`src/rtl/bb_bus_pkg.sv`:
```
// Shared definitions for the bit-serial system bus: field widths, mode encoding and
// the slave endpoint state encoding.
package bb_bus_pkg;

    localparam int unsigned BUS_ADDR_W = 16;
    localparam int unsigned BUS_DATA_W = 8;

    localparam logic MODE_WRITE = 1'b1;
    localparam logic MODE_READ  = 1'b0;

    typedef logic [2:0] slave_state_t;

    localparam slave_state_t S_IDLE  = 3'd0;
    localparam slave_state_t S_ADDR  = 3'd1;
    localparam slave_state_t S_WDATA = 3'd2;
    localparam slave_state_t S_WRITE = 3'd3;
    localparam slave_state_t S_RREQ  = 3'd4;
    localparam slave_state_t S_RWAIT = 3'd5;
    localparam slave_state_t S_SPLIT = 3'd6;
    localparam slave_state_t S_RDATA = 3'd7;

endpackage

```
`src/rtl/bb_serial_shifter.sv`:
```
// MSB-first shift register with a wrapping bit counter; done pulses combinationally
// on the shift that completes a full word.
module bb_serial_shifter #(
    parameter int unsigned WIDTH = 8
) (
    input  logic             clk,
    input  logic             rstn,
    input  logic             clr,
    input  logic             load,
    input  logic [WIDTH-1:0] load_data,
    input  logic             shift_en,
    input  logic             bit_in,
    output logic [WIDTH-1:0] data,
    output logic             done
);

    localparam int unsigned CNT_W = $clog2(WIDTH);

    logic [CNT_W-1:0] cnt;

    assign done = shift_en && (cnt == CNT_W'(WIDTH - 1));

    always_ff @(posedge clk or negedge rstn) begin
        if (!rstn) begin
            data <= '0;
            cnt  <= '0;
        end else if (load) begin
            data <= load_data;
            cnt  <= '0;
        end else if (clr) begin
            cnt <= '0;
        end else if (shift_en) begin
            data <= {data[WIDTH-2:0], bit_in};
            cnt  <= cnt + 1'b1;
        end
    end

endmodule

```
`src/rtl/bb_slave_port.sv`:
```
// Bit-serial bus slave: collects address/write data, issues one-cycle local memory
// strobes, returns read data serially and splits the bus on slow reads.
module bb_slave_port
    import bb_bus_pkg::*;
#(
    parameter int unsigned ADDR_W       = 12,
    parameter int unsigned SPLIT_CYCLES = 4
) (
    input  logic              clk,
    input  logic              rstn,
    input  logic              sel,
    input  logic              mode,
    input  logic              wr_bus,
    input  logic              master_valid,
    output logic              slave_ready,
    output logic              rd_bus,
    output logic              slave_valid,
    input  logic              master_ready,
    output logic              split,
    output logic [ADDR_W-1:0] mem_addr,
    output logic [7:0]        mem_wdata,
    output logic              mem_we,
    output logic              mem_re,
    input  logic [7:0]        mem_rdata,
    input  logic              mem_rvalid
);

    localparam int unsigned WAIT_W = $clog2(SPLIT_CYCLES) + 1;

    slave_state_t          state, state_next;
    logic [WAIT_W-1:0]     wait_cnt;
    logic [BUS_ADDR_W-1:0] addr_sh, addr_next;
    logic [BUS_DATA_W-1:0] rd_sh;
    logic                  addr_hs, wdata_hs, rdata_hs;
    logic                  addr_done, wdata_done, rdata_done;
    logic                  rd_load, in_idle;
    logic                  unused_bits;

    assign in_idle     = (state == S_IDLE);
    assign slave_ready = (state == S_ADDR) || (state == S_WDATA);
    assign slave_valid = (state == S_RDATA);
    assign rd_bus      = slave_valid & rd_sh[BUS_DATA_W-1];
    assign split       = (state == S_SPLIT);
    assign mem_we      = (state == S_WRITE);
    assign mem_re      = (state == S_RREQ);

    // sel gates every handshake so a simultaneous abort discards the bit.
    assign addr_hs  = sel && master_valid && (state == S_ADDR);
    assign wdata_hs = sel && master_valid && (state == S_WDATA);
    assign rdata_hs = sel && master_ready && slave_valid;
    assign rd_load  = mem_rvalid && (((state == S_RWAIT) && sel) || (state == S_SPLIT));

    assign addr_next   = {addr_sh[BUS_ADDR_W-2:0], wr_bus};
    assign unused_bits = ^{addr_sh, addr_next, rd_sh};

    bb_serial_shifter #(.WIDTH(BUS_ADDR_W)) u_addr_in (
        .clk       (clk),
        .rstn      (rstn),
        .clr       (in_idle),
        .load      (1'b0),
        .load_data ('0),
        .shift_en  (addr_hs),
        .bit_in    (wr_bus),
        .data      (addr_sh),
        .done      (addr_done)
    );

    bb_serial_shifter #(.WIDTH(BUS_DATA_W)) u_data_in (
        .clk       (clk),
        .rstn      (rstn),
        .clr       (in_idle),
        .load      (1'b0),
        .load_data ('0),
        .shift_en  (wdata_hs),
        .bit_in    (wr_bus),
        .data      (mem_wdata),
        .done      (wdata_done)
    );

    bb_serial_shifter #(.WIDTH(BUS_DATA_W)) u_data_out (
        .clk       (clk),
        .rstn      (rstn),
        .clr       (in_idle),
        .load      (rd_load),
        .load_data (mem_rdata),
        .shift_en  (rdata_hs),
        .bit_in    (1'b0),
        .data      (rd_sh),
        .done      (rdata_done)
    );

    always_comb begin
        state_next = state;
        case (state)
            S_IDLE:  if (sel && master_valid) state_next = S_ADDR;
            S_ADDR: begin
                if (!sel) state_next = S_IDLE;
                else if (addr_done) state_next = (mode == MODE_WRITE) ? S_WDATA : S_RREQ;
            end
            S_WDATA: begin
                if (!sel) state_next = S_IDLE;
                else if (wdata_done) state_next = S_WRITE;
            end
            S_WRITE: state_next = S_IDLE;
            S_RREQ:  state_next = sel ? S_RWAIT : S_IDLE;
            S_RWAIT: begin
                if (!sel) state_next = S_IDLE;
                else if (mem_rvalid) state_next = S_RDATA;
                else if (wait_cnt == WAIT_W'(SPLIT_CYCLES - 1)) state_next = S_SPLIT;
            end
            // Bus is released here, so sel no longer matters.
            S_SPLIT: if (mem_rvalid) state_next = S_RDATA;
            S_RDATA: if (!sel || rdata_done) state_next = S_IDLE;
            default: state_next = S_IDLE;
        endcase
    end

    always_ff @(posedge clk or negedge rstn) begin
        if (!rstn) begin
            state    <= S_IDLE;
            wait_cnt <= '0;
            mem_addr <= '0;
        end else begin
            state    <= state_next;
            wait_cnt <= (state == S_RWAIT) ? wait_cnt + 1'b1 : '0;
            if (addr_done) mem_addr <= addr_next[ADDR_W-1:0];
        end
    end

endmodule

```
`config.mk`:
```
export PLATFORM = sky130hd
export DESIGN_NAME = bb_slave_port
export DESIGN_NICKNAME = d
export VERILOG_FILES = /design/src/rtl/bb_bus_pkg.sv /design/src/rtl/bb_serial_shifter.sv /design/src/rtl/bb_slave_port.sv
export SDC_FILE = /design/constraint.sdc
export NUM_CORES = 1
export LEC_CHECK = 0
export ABC_AREA = 1
export BUFFER_PORTS_ARGS = -buffer_cell sky130_fd_sc_hd__buf_2
export CAP_MARGIN = 20
export CORE_MARGIN = 1.5
export CORE_UTILIZATION = 56
export DETAILED_ROUTE_END_ITERATION = 16
export MAX_ROUTING_LAYER = met4
export PLACE_DENSITY = 0.78
export SLEW_MARGIN = 20
export SYNTH_ARGS = -nofsm -noshare
export SYNTH_HDL_FRONTEND = slang
export SYNTH_SLANG_ARGS = --single-unit
```
`constraint.sdc`:
```
create_clock -name clk -period 1.9 [get_ports clk]
set_input_delay 0.19 -clock clk [delete_from_list [all_inputs] [get_ports clk]]
set_output_delay 0.19 -clock clk [all_outputs]
set_load 0.05 [all_outputs]
```
==> run_results.csv <==
group,metric,value,unit
outcome,status,"complete, no violations",
logic_synthesis,ys_top_cells_by_area,"dfrtp_1, nand2_1, nand3_1",
routing,wl,4710,µm
critical_path,startpoint_type,"register",
routing,antenna_left,0,
critical_path,path_delay_family,"flip-flops",
sta,relSlewSlack,65.5,%
logic_synthesis,yosys_warnings,0,
sta,tightest_slew,0.517,ns
critical_path,r2r_slack,0.28,ns
global_routing,grt_max_degree,36,
sta,rsz0062_at_grt,"no",
critical_path,critPathMaxStageDelay,0.60,ns
logic_synthesis,synthTopCellsByCount,"nand2_1, dfrtp_1, inv_1",
die,fp-row-count,24,
logic_synthesis,synth_top_area_share,53.1,%
logic_synthesis,syn_inst,287,
critical_path,crit_start,"state[0]$_DFFE_PN0P_",
critical_path,path_class,"reg2out",
layout,fin_cells,384,
clocking,cts_tree,"done",
clocking,cts-root-buf,"clkbuf_8",
global_routing,grt_antenna_before_repair,0,
sta,finalHoldViolations,0,
die,coreArea,4410,µm²
power,p_leak,0.00158,µW
critical_path,crit_chain,"nand2_1, nor2_4, inv_1, nor2_1, buf_2",
placement,post-dp-hpwl,3350,µm
critical_path,worstPathMaxFanout,10,
run,max_cap_viol_count,0,
routing,firstDrtPassIters,4,
logic_synthesis,synth-async-reset-ratio,100,%
sta,layout_min_cycle_time,1.84,ns
sta,slew_violations,0,
die,io_pins,42,
layout,drive_above_1_share,23.5,%
sta,max_freq,544,MHz
critical_path,critPathCaptureType,"output pin",
clocking,clock_latency,0.31,ns
clocking,cts_made_buffers,5,
sta,setup_viol,0,
critical_path,cp-endpoint,"rd_bus",
clocking,clkSinkCount,55,
sta,tns,0,ns
logic_synthesis,synth-seq-cells,55,
logic_synthesis,yosysTopAreaCell,"dfrtp_1",
clocking,cts_buffer_depth,2,
global_routing,grt_pass1_wl,8090,µm
placement,portBuffers,41,
critical_path,crit_slowest_cell,"dfrtp_1",
sta,finalClockSkew,0.00508,ns
die,start_util,58.7,%
logic_synthesis,synth_flop_cell,"dfrtp_1",
power,vdd_drop_max,0.780,mV
critical_path,r2r_cells,7,
routing,vias,1975,
die,dieHeight,71.0,µm
routing,drtIter0Drc,97,
critical_path,reg2reg_from,"state[0]$_DFFE_PN0P_",
placement,gp_congestion,0.810,
critical_path,cp_num_cells,5,
routing,routed_via_density,5.14,
hold_path,hold_path_class,"in2reg",
layout,n_fill_cell,371,
routing,post_drt_wl_per_cell,12.3,µm
critical_path,r2r_end,"mem_addr[9]$_DFFE_PN0P_",
critical_path,cp.arrival,1.65,ns
sta,period_share,96.7,%
placement,dp.cells,374,
logic_synthesis,synth_enable_flop_cells,0,
clocking,clk_pin_slew,0.10,ns
global_routing,grt_pass1_vias,1876,
global_routing,grt_usage,20.7,%
layout,area_growth,14.1,%
power,p_per_area,1230,nW/µm²
global_routing,grt_overflow,0,
routing,drc_errors,0,
logic_synthesis,avgSynthCellArea,9.02,µm²
critical_path,critical_path_required,1.71,ns
clocking,htreeDepth,2,
logic_synthesis,yosysSeqAreaShare,53.1,%
critical_path,crit_buf_inv,2,
hold_path,holdCritStartpoint,"mem_rdata[5]",
logic_synthesis,ys_types,31,
die,die_w,71.0,µm
logic_synthesis,yosysMostFrequentCell,"nand2_1",
layout,nets,354,
die,dieArea,5040,µm²
logic_synthesis,synth_area,2590,µm²
logic_synthesis,synth.net_count,310,
layout,diodes,0,
## what timing repair did
action,CTS,global route
buffers inserted,0,1
pin swaps,0,1
hold buffers,1,0
setup endpoints to repair,1,1
endpoints found under the hold margin,20,0
resized for setup,1,0
## sequential cells by signal (all words and copies together) (netlist names)
| register | cells |
|---|---|
| u_addr_in.cnt | 4 |
| u_data_in.cnt | 3 |
| u_data_out.cnt | 3 |
| wait_cnt | 3 |
| mem_addr | 12 |
| u_data_out.data | 8 |
| u_addr_in.data | 11 |
| u_data_in.data | 8 |
| state | 3 |
## per-stage QoR
step / utilization [%] / total power [µW] / cell area (µm²) / worst slack (ns) / hold slack [ns]
after global placement: 64.0 / 2820 / 2820 / 0.350 / 0.188
final: 66.9 / 3640 / 2950 / 0.0629 / 0.0994
after detailed placement: 64.0 / 2860 / 2820 / 0.298 / 0.192
after floorplan: - / 2600 / 2590 / 0.0553 / -0.106
after global routing: 66.9 / 3880 / 2950 / 0.00366 / 0.124
after CTS: 66.8 / 3640 / 2950 / 0.0668 / 0.0976
## final cells by class
cell class | count | area (µm²) | area share (%)
Clock inverter | 2 | 38.8 | 1.31
Sequential cell | 55 | 1380 | 46.6
Timing Repair Buffer | 45 | 250 | 8.47
Multi-Input combinational cell | 188 | 1010 | 34.3
Tap cell | 52 | 65.1 | 2.20
Clock buffer | 6 | 72.6 | 2.46
Inverter | 36 | 136 | 4.62
## how the worst min path moves through the flow
stage | end | slack (ns) | cells after the start
2_1_floorplan | mem_addr[0]$_DFFE_PN0P_ | -0.11 | 0
3_3_place_gp | u_data_out.data[5]$_DFFE_PN0P_ | 0.19 | 1
3_5_place_dp | u_data_out.data[5]$_DFFE_PN0P_ | 0.19 | 1
4_1_cts | u_data_out.data[5]$_DFFE_PN0P_ | 0.1 | 3
5_1_grt | u_data_out.data[0]$_DFFE_PN0P_ | 0.12 | 3
6_report | u_data_out.data[5]$_DFFE_PN0P_ | 0.1 | 3
## tightest hold or removal path, delay by kind of cell
kind | cells | cell delay, ns
buffers and inverters | 1 | 0.08
AND/OR/NAND/NOR | 2 | 0.10
## cells by family (layout without fill, tap and decap cells)
| logic type | after synthesis | after routing | share of synthesized area [%] |
|---|---|---|---|
| simple gates | 139 | 139 | 25.9 |
| fa+ha+maj | 7 | 7 | 3.38 |
| flops | 55 | 55 | 53.1 |
| compound gates | 37 | 37 | 7.68 |
| buf+inv | 44 | 89 | 7.73 |
| mux | 5 | 5 | 2.17 |
## per-layer routing
| layer | vias to the layer above | track usage, % | share of wire (%) | routed length [µm] |
|---|---|---|---|---|
| li1 | 1013 | - | - | - |
| met1 | 916 | 26.7 | 48 | 2240 |
| met2 | 42 | 34.3 | 48 | 2250 |
| met3 | 4 | 3.13 | 3.8 | 180 |
| met4 | 0 | 6.29 | 0.98 | 46 |
| met5 | - | - | 0 | 0 |
## cell usage in the layout (no fill, tap or decap), types with 2 or more instances in the layout
cell      instances
nor2_4            2
nand2_2           2
o21ai_0          25
buf_4             2
clkinv_1          2
nand2_1          76
clkbuf_8          5
nor3_1            2
or2_2             2
ha_1              7
mux2_2            5
inv_2             3
buf_2            41
nand3_4           2
inv_1            30
o21ai_1           6
nand4_1           3
nand3_1          27
nand2_4           3
a21oi_1           2
nor2_1           16
o21ai_2           2
dfrtp_1          54
## power by group
part           total [µW]  switching, µW  internal (µW)
clock                 778            380            399
combinational        1250            870            378
sequential           1620            207           1410
total                3640           1460           2180
Note: power is estimated with default switching activity, not from simulation.
